**src/rtl/alu_seq_exec.sv**
```systemverilog
// EX-stage execute unit: logic/arith/compare in 1 cycle, shifts iterate 1 bit per cycle.
// Latency 1 (shift: shamt+1); one op in flight, in_ready only when idle, result held until out_ready.
module alu_seq_exec #(
    parameter int XLEN = 32,
    parameter int SHW  = $clog2(XLEN)
) (
    input  logic            clk,
    input  logic            rst_n,
    input  logic            flush,
    input  logic            in_valid,
    output logic            in_ready,
    input  logic [3:0]      alu_ctrl,
    input  logic [XLEN-1:0] op_a,
    input  logic [XLEN-1:0] op_b,
    output logic            out_valid,
    input  logic            out_ready,
    output logic [XLEN-1:0] result,
    output logic            zero
);

    typedef enum logic [1:0] {
        S_IDLE,
        S_SHIFT,
        S_DONE
    } state_t;

    typedef enum logic [1:0] {
        SH_LL,
        SH_RL,
        SH_RA
    } sh_kind_t;

    state_t          state;
    sh_kind_t        sh_kind;
    sh_kind_t        sh_kind_in;
    logic [XLEN-1:0] sh_reg;
    logic [XLEN-1:0] sh_next;
    logic [SHW-1:0]  sh_cnt;
    logic [SHW-1:0]  shamt;
    logic            accept;
    logic            is_shift;
    logic [XLEN:0]   diff_u;
    logic            lt_u;
    logic            lt_s;
    logic [XLEN-1:0] alu_res;

    assign in_ready  = (state == S_IDLE);
    assign out_valid = (state == S_DONE);
    assign accept    = in_valid && in_ready;
    assign shamt     = op_b[SHW-1:0];
    assign is_shift  = (alu_ctrl == 4'd7) || (alu_ctrl == 4'd8) || (alu_ctrl == 4'd9);

    // One XLEN+1-bit subtraction serves SUB, SLTU (borrow) and SLT (sign-extended top bit).
    assign diff_u = {1'b0, op_a} - {1'b0, op_b};
    assign lt_u   = diff_u[XLEN];
    assign lt_s   = diff_u[XLEN] ^ op_a[XLEN-1] ^ op_b[XLEN-1];

    always_comb begin
        alu_res = op_a + op_b;
        case (alu_ctrl)
            4'd1:    alu_res = diff_u[XLEN-1:0];
            4'd2:    alu_res = op_a & op_b;
            4'd3:    alu_res = op_a | op_b;
            4'd4:    alu_res = op_a ^ op_b;
            4'd5:    alu_res = {{(XLEN-1){1'b0}}, lt_s};
            4'd6:    alu_res = {{(XLEN-1){1'b0}}, lt_u};
            4'd7,
            4'd8,
            4'd9:    alu_res = op_a;
            default: alu_res = op_a + op_b;
        endcase
    end

    always_comb begin
        sh_kind_in = SH_LL;
        case (alu_ctrl)
            4'd8:    sh_kind_in = SH_RL;
            4'd9:    sh_kind_in = SH_RA;
            default: sh_kind_in = SH_LL;
        endcase
    end

    always_comb begin
        sh_next = sh_reg;
        case (sh_kind)
            SH_LL:   sh_next = {sh_reg[XLEN-2:0], 1'b0};
            SH_RL:   sh_next = {1'b0, sh_reg[XLEN-1:1]};
            SH_RA:   sh_next = {sh_reg[XLEN-1], sh_reg[XLEN-1:1]};
            default: sh_next = sh_reg;
        endcase
    end

    always_ff @(posedge clk or negedge rst_n) begin
        if (!rst_n) begin
            state   <= S_IDLE;
            sh_kind <= SH_LL;
            sh_reg  <= '0;
            sh_cnt  <= '0;
            result  <= '0;
            zero    <= 1'b0;
        end else if (flush) begin
            state <= S_IDLE;
        end else begin
            case (state)
                S_IDLE: begin
                    if (accept) begin
                        if (is_shift && (shamt != '0)) begin
                            sh_reg  <= op_a;
                            sh_cnt  <= shamt;
                            sh_kind <= sh_kind_in;
                            state   <= S_SHIFT;
                        end else begin
                            result <= alu_res;
                            zero   <= (alu_res == '0);
                            state  <= S_DONE;
                        end
                    end
                end
                S_SHIFT: begin
                    sh_reg <= sh_next;
                    sh_cnt <= sh_cnt - SHW'(1);
                    if (sh_cnt == SHW'(1)) begin
                        result <= sh_next;
                        zero   <= (sh_next == '0);
                        state  <= S_DONE;
                    end
                end
                S_DONE: begin
                    if (out_ready) begin
                        state <= S_IDLE;
                    end
                end
                default: state <= S_IDLE;
            endcase
        end
    end

endmodule
```
**config.mk**
```make
export PLATFORM = sky130hd
export DESIGN_NAME = alu_seq_exec
export DESIGN_NICKNAME = d
export VERILOG_FILES = /design/src/rtl/alu_seq_exec.sv
export SDC_FILE = /design/constraint.sdc
export NUM_CORES = 1
export LEC_CHECK = 0
export CORE_ASPECT_RATIO = 1.4
export CORE_MARGIN = 3
export CORE_UTILIZATION = 45
export DETAILED_ROUTE_END_ITERATION = 10
export MAX_ROUTING_LAYER = met4
export PLACE_DENSITY = 0.68
export SKIP_LAST_GASP = 1
export SLEW_MARGIN = 5
export SYNTH_ARGS = -nofsm -noshare
export SYNTH_HDL_FRONTEND = slang
export SYNTH_SLANG_ARGS = --single-unit
```
**constraint.sdc**
```tcl
create_clock -name clk -period 7.5 [get_ports clk]
set_input_delay 1.5 -clock clk [delete_from_list [all_inputs] [get_ports clk]]
set_output_delay 1.5 -clock clk [all_outputs]
set_load 0.05 [all_outputs]
```
==> tab_implementation.tex, run 1 <==
\begin{tabular}{lr}
\hline
Metric & Value \\
\hline
\multicolumn{2}{l}{\textbf{Pwr}} \\
Leakage & 4.94 nW \\
Ratio of total power to cell area & 205 nW/µm² \\
Post-layout power & 0.00239 W \\
Worst vdd ir & around 0.00017 V \\
\multicolumn{2}{l}{\textbf{Floorplan}} \\
Num ports & 108 \\
Number of rows in the core area & 64 \\
Initial standard-cell utilization of the core & 46.0\% \\
Width of the die & approximately 130 µm \\
Core outline area & between 20000 and 25000 µm² \\
Die outline height & 183 µm \\
Die Footprint & about 24000 µm² \\
\multicolumn{2}{l}{\textbf{Logic synthesis}} \\
Share of the synthesized area in the top cell type & 18.3\% \\
Number of distinct library cells after synthesis & 80 \\
Async set-or-reset flop fraction in the synthesized netlist & 100\% \\
Post-synth design cell area & 10100 µm² \\
Number of storage elements in the synthesis netlist & 74 \\
Leading cell type by number of instances after synthesis & sky130\_fd\_sc\_hd\_\_o21ai\_0 \\
Largest cells by area after synthesis & sky130\_fd\_sc\_hd\_\_dfrtp\_1 18\%, sky130\_fd\_sc\_hd\_\_ha\_1 12\%, sky130\_fd\_sc\_hd\_\_o21ai\_0 6.5\% \\
Prevailing post-synth register cell & sky130\_fd\_sc\_hd\_\_dfrtp\_1 \\
Synth Instances & 1413 \\
Top cell type by total area after synthesis & sky130\_fd\_sc\_hd\_\_dfrtp\_1 \\
Synth top cells by count & 132 x sky130\_fd\_sc\_hd\_\_o21ai\_0, 126 x sky130\_fd\_sc\_hd\_\_nor2\_1, 121 x sky130\_fd\_sc\_hd\_\_nand2\_1, 116 x sky130\_fd\_sc\_hd\_\_a21oi\_1, 104 x sky130\_fd\_sc\_hd\_\_inv\_1 \\
Post-Syn Area per Cell & 7.15 µm² \\
Number of enable flip-flop cells after synthesis & 0 \\
YS warnings & 0 \\
Synthesized netlist net count & 1586 \\
Sequential element share of the synthesized area & 18.3\% \\
\multicolumn{2}{l}{\textbf{Clocking}} \\
TritonCTS clock tree & built \\
Cell at the root of the clock tree & sky130\_fd\_sc\_hd\_\_clkbuf\_16 \\
Number of sinks on the clock net & 74 \\
Total CTS buffers & 9 \\
Clock transition at path regs & 0.06 ns \\
Maximum clock path buffer count & 2 \\
Cells resized by post-CTS repair & 0 \\
Buffer count from post-CTS setup fixing & 0 \\
Hold buffer count at CTS & 0 \\
Number of H-tree levels & 3 \\
Clock latency of the later-clocked register in the worst-skew pair & 0.34 ns \\
\multicolumn{2}{l}{\textbf{Global route}} \\
GRT Total Usage & 32.2\% \\
Met2 Track Usage GR & 51.9\% \\
Number of global-route vias before repair & 10700 \\
Initial antenna violation count & 0 \\
Busiest layer in global routing & met2 \\
Largest net degree at the start of global routing & 87 \\
Wire length of the first global-routing pass & between 60 and 70 mm \\
Global-route congestion overflow total & 0 \\
Grt met3 use & around 3.1\% \\
GR Util met1 & around two fifths \\
\multicolumn{2}{l}{\textbf{Critical path}} \\
Setup Crit Path Kind & input port to register \\
Kind of capture point of the worst setup path & register \\
Critical path startpoint category & input port \\
Required time at the worst-slack endpoint & roughly 7.8 ns \\
Endpoint arrival time on the critical path & 6.21 ns \\
Maximum fanout encountered on the critical timing path & 20 \\
\multicolumn{2}{l}{\textbf{Detailed routing}} \\
Number of antenna-violating nets in the routed design & 0 \\
Vias after detailed routing & 11400 \\
Initial DRC Count & 1300 \\
DR pass1 iterations & 6 \\
Routed length per placed instance & around 22 µm \\
Routed Wire Length & 39.2 mm \\
Via-per-instance ratio & 6.50 \\
Number of DRC violations after detailed routing & 0 \\
\multicolumn{2}{l}{\textbf{STA}} \\
Pin slew with the least headroom to its limit & 0.984 ns \\
Clock period minus final worst setup slack & between 5 and 6 ns \\
Setup repair after global routing missed its margin & no \\
Layout Skew & 0.00725 ns \\
Setup TNS Final & 0 ns \\
Total of endpoints with negative setup slack in the final report & 0 \\
Normalized max-slew margin & 34.4\% \\
Final clock period utilization by the worst path & 79.5\% \\
Final Hold Viols & 0 \\
Maximum achievable frequency & between 0.15 and 0.2 GHz \\
Number of slew-limit violations in the final report & 0 \\
\multicolumn{2}{l}{\textbf{Placement}} \\
Weighted congestion at the end of routability-driven global placement & 1.01 \\
Standard cell area after detailed placement & 11300 µm² \\
Port Buf Inserts & around 110 \\
HPWL after detailed placement & 30.0 mm \\
Cell count after placement & roughly 1700 \\
\multicolumn{2}{l}{\textbf{Status}} \\
Result of the run & finished clean \\
\multicolumn{2}{l}{\textbf{Final layout}} \\
Final standard cell area without fillers & 11700 µm² \\
Layout Nets & 1625 \\
Antenna diode count & 0 \\
Final Util & 53.1\% \\
Final cell count without fillers & 1754 \\
Share of cells above drive strength 1 & 5.15\% \\
Area growth, synth to finish & 15.4\% \\
\multicolumn{2}{l}{\textbf{Hold path}} \\
Kind of path behind the tightest hold check & register to register \\
\multicolumn{2}{l}{\textbf{Run}} \\
Max-capacitance violation count & 0 \\
\hline
\end{tabular}
## worst paths after layout
kind,from,to,slack [ns],depth (start not counted)
worst max-delay path,alu_ctrl[3],zero,1.54,12
worst min-delay path,result[11],result[11],0.46,2
worst max register to register,state[1],zero,3.36,11
worst min register to register,result[11],result[11],0.46,2
max in group asynchronous,rst_n,sh_kind[0],5.49,1
min in group asynchronous,rst_n,result[1],1.29,1
## metrics by stage
stage          setup WS [ns]  hold slack, ns
6_report                1.54           0.461
5_1_grt                 1.21           0.495
4_1_cts                 1.68           0.468
3_5_place_dp            1.33           0.455
3_3_place_gp            1.24           0.449
2_1_floorplan           2.69           0.453
## critical path, cell delays in order
cell and delay, ns:
sky130_fd_sc_hd__clkdlybuf4s50_1 0.97, sky130_fd_sc_hd__nand2b_1 0.32, sky130_fd_sc_hd__o22ai_2 0.31, sky130_fd_sc_hd__a2111oi_0 0.93, sky130_fd_sc_hd__nand4_1 0.21, sky130_fd_sc_hd__nor4_1 0.29, sky130_fd_sc_hd__nand4_1 0.13, sky130_fd_sc_hd__nor4_1 0.56
sky130_fd_sc_hd__nand4_1 0.15, sky130_fd_sc_hd__nor4_1 0.39, sky130_fd_sc_hd__nand4_1 0.18, sky130_fd_sc_hd__o31ai_1 0.27
## power breakdown
group / internal, W / leakage [nW] / total [W] / switching [W]
clock network: 0.000267 / 0.149 / 0.000445 / 0.000178
logic: 0.000460 / 3.88 / 0.00130 / 0.000843
registers: 0.000531 / 0.910 / 0.000638 / 0.000107
## final cells by class
class | count | area (µm²)
timing repair buffer | 127 | 1220
clock inverter | 6 | 65.1
multi-input combinational | 1134 | 7510
sequential | 74 | 1850
tap | 297 | 372
clock buffer | 10 | 239
fill | 2247 | 10300
inverter | 106 | 398
## per-layer routing
metal	vias up	routed length, µm
met5	-	0
met4	0	1890
met3	108	2740
met2	539	18600
met1	5453	16000
li1	5295	-
## placed cells by master (no fill, tap or decap), types with 17 or more instances in the layout
master                            instances
sky130_fd_sc_hd__nand2b_1                36
sky130_fd_sc_hd__nor3_1                  28
sky130_fd_sc_hd__o21ai_0                132
sky130_fd_sc_hd__a21oi_1                116
sky130_fd_sc_hd__a21o_1                  28
sky130_fd_sc_hd__inv_1                  104
sky130_fd_sc_hd__nand2_1                121
sky130_fd_sc_hd__a211oi_1                20
sky130_fd_sc_hd__a221oi_1                19
sky130_fd_sc_hd__o31ai_1                 39
sky130_fd_sc_hd__buf_4                   21
sky130_fd_sc_hd__clkdlybuf4s50_1        106
sky130_fd_sc_hd__or3_1                   18
sky130_fd_sc_hd__nor2b_1                 19
sky130_fd_sc_hd__and2_1                  17
sky130_fd_sc_hd__o211ai_1                36
sky130_fd_sc_hd__nor4_1                  18
sky130_fd_sc_hd__dfrtp_1                 73
sky130_fd_sc_hd__nor2_1                 126
sky130_fd_sc_hd__ha_1                    98
sky130_fd_sc_hd__nand3_1                 25
## cells by family after synthesis
logic type	share of synthesized area, %
AO/OA/AOI/OAI	37.0
adder cells (fa/ha/maj)	12.5
buffers and inverters	7.78
flip-flops	18.3
multiplexers	1.13
AND/OR/NAND/NOR	22.7
XOR/XNOR	0.520
(Power assumes the default switching activity.)
==> run 2: changes to the inputs <==
==> constraint.sdc (replaced) <==
create_clock -name clk -period 5.9 [get_ports clk]
set_input_delay 1.18 -clock clk [delete_from_list [all_inputs] [get_ports clk]]
set_output_delay 1.18 -clock clk [all_outputs]
set_load 0.05 [all_outputs]
==> run 2 against run 1 <==
Sequential share of layout area shrank 0.28 points. Die area is the same. Critical path depth grew 4. Register-to-register slack lost 1.0 ns. First-iteration DRC count shrank 14%. Cell count grew 1.2%. Worst hold slack gained 0.0066 ns. Final area grew 1.8%. Count of clock-buffer cells in the layout grew 2. Critical endpoint unchanged. Largest cell class unchanged. Highest routed layer unchanged.
==> tab_implementation.tex, run 2 (synthesis gave the netlist of run 1 again) <==
\begin{tabular}{lr}
\hline
Metric & Value \\
\hline
\multicolumn{2}{l}{\textbf{Clocking}} \\
Total CTS buffers & 9 (unchanged) \\
Cell at the root of the clock tree & sky130\_fd\_sc\_hd\_\_clkbuf\_16 \\
Clock transition at path regs & 0.06 ns (about the same) \\
Number of H-tree levels & 3 (unchanged) \\
Maximum clock path buffer count & 2 (unchanged) \\
Buffer count from post-CTS setup fixing & 0 (unchanged) \\
TritonCTS clock tree & built \\
Hold buffer count at CTS & 0 (unchanged) \\
Clock latency of the later-clocked register in the worst-skew pair & 0.34 ns (about the same) \\
Number of sinks on the clock net & 74 (unchanged) \\
\multicolumn{2}{l}{\textbf{Floorplan}} \\
Die outline height & 183 µm (unchanged) \\
Num ports & 108 (unchanged) \\
Initial standard-cell utilization of the core & 46.0\% (unchanged) \\
Die Footprint & 24300 µm² (unchanged) \\
Width of the die & 133 µm (unchanged) \\
Number of rows in the core area & 64 (unchanged) \\
Core outline area & 21900 µm² (unchanged) \\
\multicolumn{2}{l}{\textbf{Critical path}} \\
Slowest cell delay on critical path & 0.77 ns (-0.20 ns) \\
Setup Crit Path Kind & input port to register \\
Critical path's slowest cell & sky130\_fd\_sc\_hd\_\_a2111oi\_0 \\
Number of buffer and inverter stages on the critical path & 4 (+3) \\
Kind of capture point of the worst setup path & register \\
Critical Path, Cell by Cell & clkdlybuf4s50\_1, inv\_1, ha\_1, inv\_1, fa\_1, a22o\_1, a2111oi\_0, nand4\_1, nor4\_1, nand4\_1, nor4\_1, buf\_4, nand4\_1, nor4\_1, nand4\_1, o31ai\_1 \\
Maximum fanout encountered on the critical timing path & 4 (-80\%) \\
Most used cell, CP & sky130\_fd\_sc\_hd\_\_nand4\_1 \\
Critical path startpoint category & input port \\
CP top delay family & simple AND/OR/NAND/NOR gates \\
Endpoint arrival time on the critical path & 5.87 ns (-0.34 ns) \\
Required time at the worst-slack endpoint & 6.15 ns (-1.60 ns) \\
\multicolumn{2}{l}{\textbf{Pwr}} \\
Leakage & 5.06 nW (+2.4\%) \\
Part of the power in registers & 26.1\% (-0.7 points) \\
Total net switching power & 0.00144 W (+28\%) \\
Switching Share & 46.2\% (-1.1 points) \\
Combinational cell fraction of total power & 53.9\% (-0.7 points) \\
Worst vdd ir & 0.000158 V (-8.1\%) \\
Ratio of total power to cell area & 263 nW/µm² (+28\%) \\
Power Internal & 0.00168 W (+33\%) \\
Clock share of power & 20.0\% (+1.4 points) \\
\multicolumn{2}{l}{\textbf{Final layout}} \\
Antenna diode count & 0 (unchanged) \\
Area growth, synth to finish & 17.4\% \\
Footprint of the multi-input gates & 7510 µm² (unchanged) \\
Final cell count without fillers & 1775 (+1.2\%) \\
Final-layout fill cell count & 2239 (-0.36\%) \\
Top library cells by usage in the layout, fill and taps aside & 131 x sky130\_fd\_sc\_hd\_\_o21ai\_0, 126 x sky130\_fd\_sc\_hd\_\_nor2\_1, 121 x sky130\_fd\_sc\_hd\_\_nand2\_1 \\
Share of cells above drive strength 1 & 6.50\% (+1.3 points) \\
Most common cell after layout, fill and taps aside & sky130\_fd\_sc\_hd\_\_o21ai\_0 \\
Layout Nets & 1646 (+1.3\%) \\
Sequential cell area in the final layout & 1850 µm² (unchanged) \\
\multicolumn{2}{l}{\textbf{STA}} \\
Final Hold Viols & 0 (unchanged) \\
Number of slew-limit violations in the final report & 0 (unchanged) \\
Clock period minus final worst setup slack & 5.62 ns \\
Normalized max-slew margin & 35.4\% (+1.0 points) \\
Total of endpoints with negative setup slack in the final report & 0 (unchanged) \\
Maximum achievable frequency & 0.178 GHz \\
Setup repair after global routing missed its margin & no \\
Pin slew with the least headroom to its limit & 0.969 ns (-0.0152 ns) \\
Layout Skew & 0.00592 ns (-0.00133 ns) \\
Final clock period utilization by the worst path & 95.3\% \\
Worst-case setup margin in the final layout & 0.277 ns (-1.26 ns) \\
\multicolumn{2}{l}{\textbf{Placement}} \\
Weighted congestion at the end of routability-driven global placement & 1.04 (+2.7\%) \\
HPWL after detailed placement & 31.7 mm (+5.6\%) \\
Cell count after placement & 1759 (+1.2\%) \\
Port Buf Inserts & 107 (unchanged) \\
Worst slack, placed & -0.0139 ns (-1.35 ns) \\
\multicolumn{2}{l}{\textbf{Global route}} \\
GRT Total Usage & 33.6\% (+1.4 points) \\
Grt met3 use & 3.68\% (+0.60 points) \\
Initial antenna violation count & 0 (unchanged) \\
Largest net degree at the start of global routing & 75 (-14\%) \\
Met2 Track Usage GR & 55.1\% (+3.2 points) \\
Busiest layer in global routing & met2 \\
Number of global-route vias before repair & 11000 (+2.7\%) \\
Global-route congestion overflow total & 0 (unchanged) \\
GR Util met1 & 41.1\% (-0.12 points) \\
Wire length of the first global-routing pass & 62.7 mm (+3.2\%) \\
\multicolumn{2}{l}{\textbf{Detailed routing}} \\
Vias after detailed routing & 11600 (+1.6\%) \\
Number of DRC violations after detailed routing & 0 (unchanged) \\
Initial DRC Count & 1115 (-14\%) \\
DR pass1 iterations & 6 (unchanged) \\
Routed length per placed instance & 23.2 µm (+3.6\%) \\
Routed Wire Length & 41.1 mm (+4.9\%) \\
Via-per-instance ratio & 6.52 (+0.41\%) \\
Number of antenna-violating nets in the routed design & 0 (unchanged) \\
\multicolumn{2}{l}{\textbf{Run}} \\
Max-capacitance violation count & 0 (unchanged) \\
\multicolumn{2}{l}{\textbf{Hold path}} \\
Kind of path behind the tightest hold check & register to register \\
\multicolumn{2}{l}{\textbf{Status}} \\
Result of the run & finished clean \\
\hline
\end{tabular}
run 2: cell types whose count changed in the layout (fill, tap and decap cells not counted):
cell and change:
sky130_fd_sc_hd__o21ai_0 -1, sky130_fd_sc_hd__buf_12 +1, sky130_fd_sc_hd__clkinv_4 -1, sky130_fd_sc_hd__clkinv_2 -1
sky130_fd_sc_hd__bufinv_16 +1, sky130_fd_sc_hd__inv_6 -1, sky130_fd_sc_hd__clkbuf_8 +2, sky130_fd_sc_hd__buf_4 +20
sky130_fd_sc_hd__o21ai_1 +1
run 2: final timing paths:
check	cells after the start	end	start	slack, ns
worst max-delay path	16	zero	op_a[0]	0.28
worst min-delay path	2	result[1]	result[1]	0.47
worst max register to register	12	zero	state[0]	2.33
worst min register to register	2	result[1]	result[1]	0.47
max in group asynchronous	1	sh_kind[0]	rst_n	4.23
min in group asynchronous	1	sh_cnt[4]	rst_n	0.97
run 2: layout make-up:
class,count,area share (%)
clock buffers,12,2.25
inverters,106,3.36
multi-input cells,1134,63.3
repair buffers,148,11.7
flip-flops and latches,74,15.6
clock inverters,4,0.612
well taps,297,3.13
run 2: metrics by stage:
step | hold slack [ns] | util, % | area, µm² | setup TNS (ns) | power, W
CTS | 0.473 | 54.0 | 11900 | 0 | 0.00310
finish | 0.468 | 54.0 | 11900 | 0 | 0.00312
global placement | 0.450 | 52.5 | 11500 | 0 | 0.00246
floorplan | 0.453 | - | 10100 | 0 | 0.00189
global route | 0.496 | 54.0 | 11900 | 0 | 0.00330
detailed placement | 0.461 | 52.5 | 11500 | -0.0139 | 0.00247
run 2: routing by layer:
layer  vias to the layer above  routed length (µm)
li1                       5335                   -
met1                      5556               16300
met2                       562               19500
met3                       126                3070
met4                         0                2270
met5                         -                   0
run 2: what timing repair did:
action / CTS / global route
setup endpoints to repair: 0 / 1
resized for setup: 0 / 1
hold endpoints to repair: 0 / 0
run 2: tightest hold or removal path, cell delays in order (launching register included):
cell and delay, ns:
sky130_fd_sc_hd__dfrtp_1 0.34, sky130_fd_sc_hd__nand2_1 0.05, sky130_fd_sc_hd__nand2_1 0.05
run 2: power by group through the flow:
stage | combinational, W | sequential [W] | clock, W
finish | 0.00168 | 0.000815 | 0.000622
global route | 0.00181 | 0.000839 | 0.000650
CTS | 0.00166 | 0.000812 | 0.000627
detailed placement | 0.00165 | 0.000820 | 0
global placement | 0.00164 | 0.000816 | 0
floorplan | 0.000858 | 0.00104 | 0
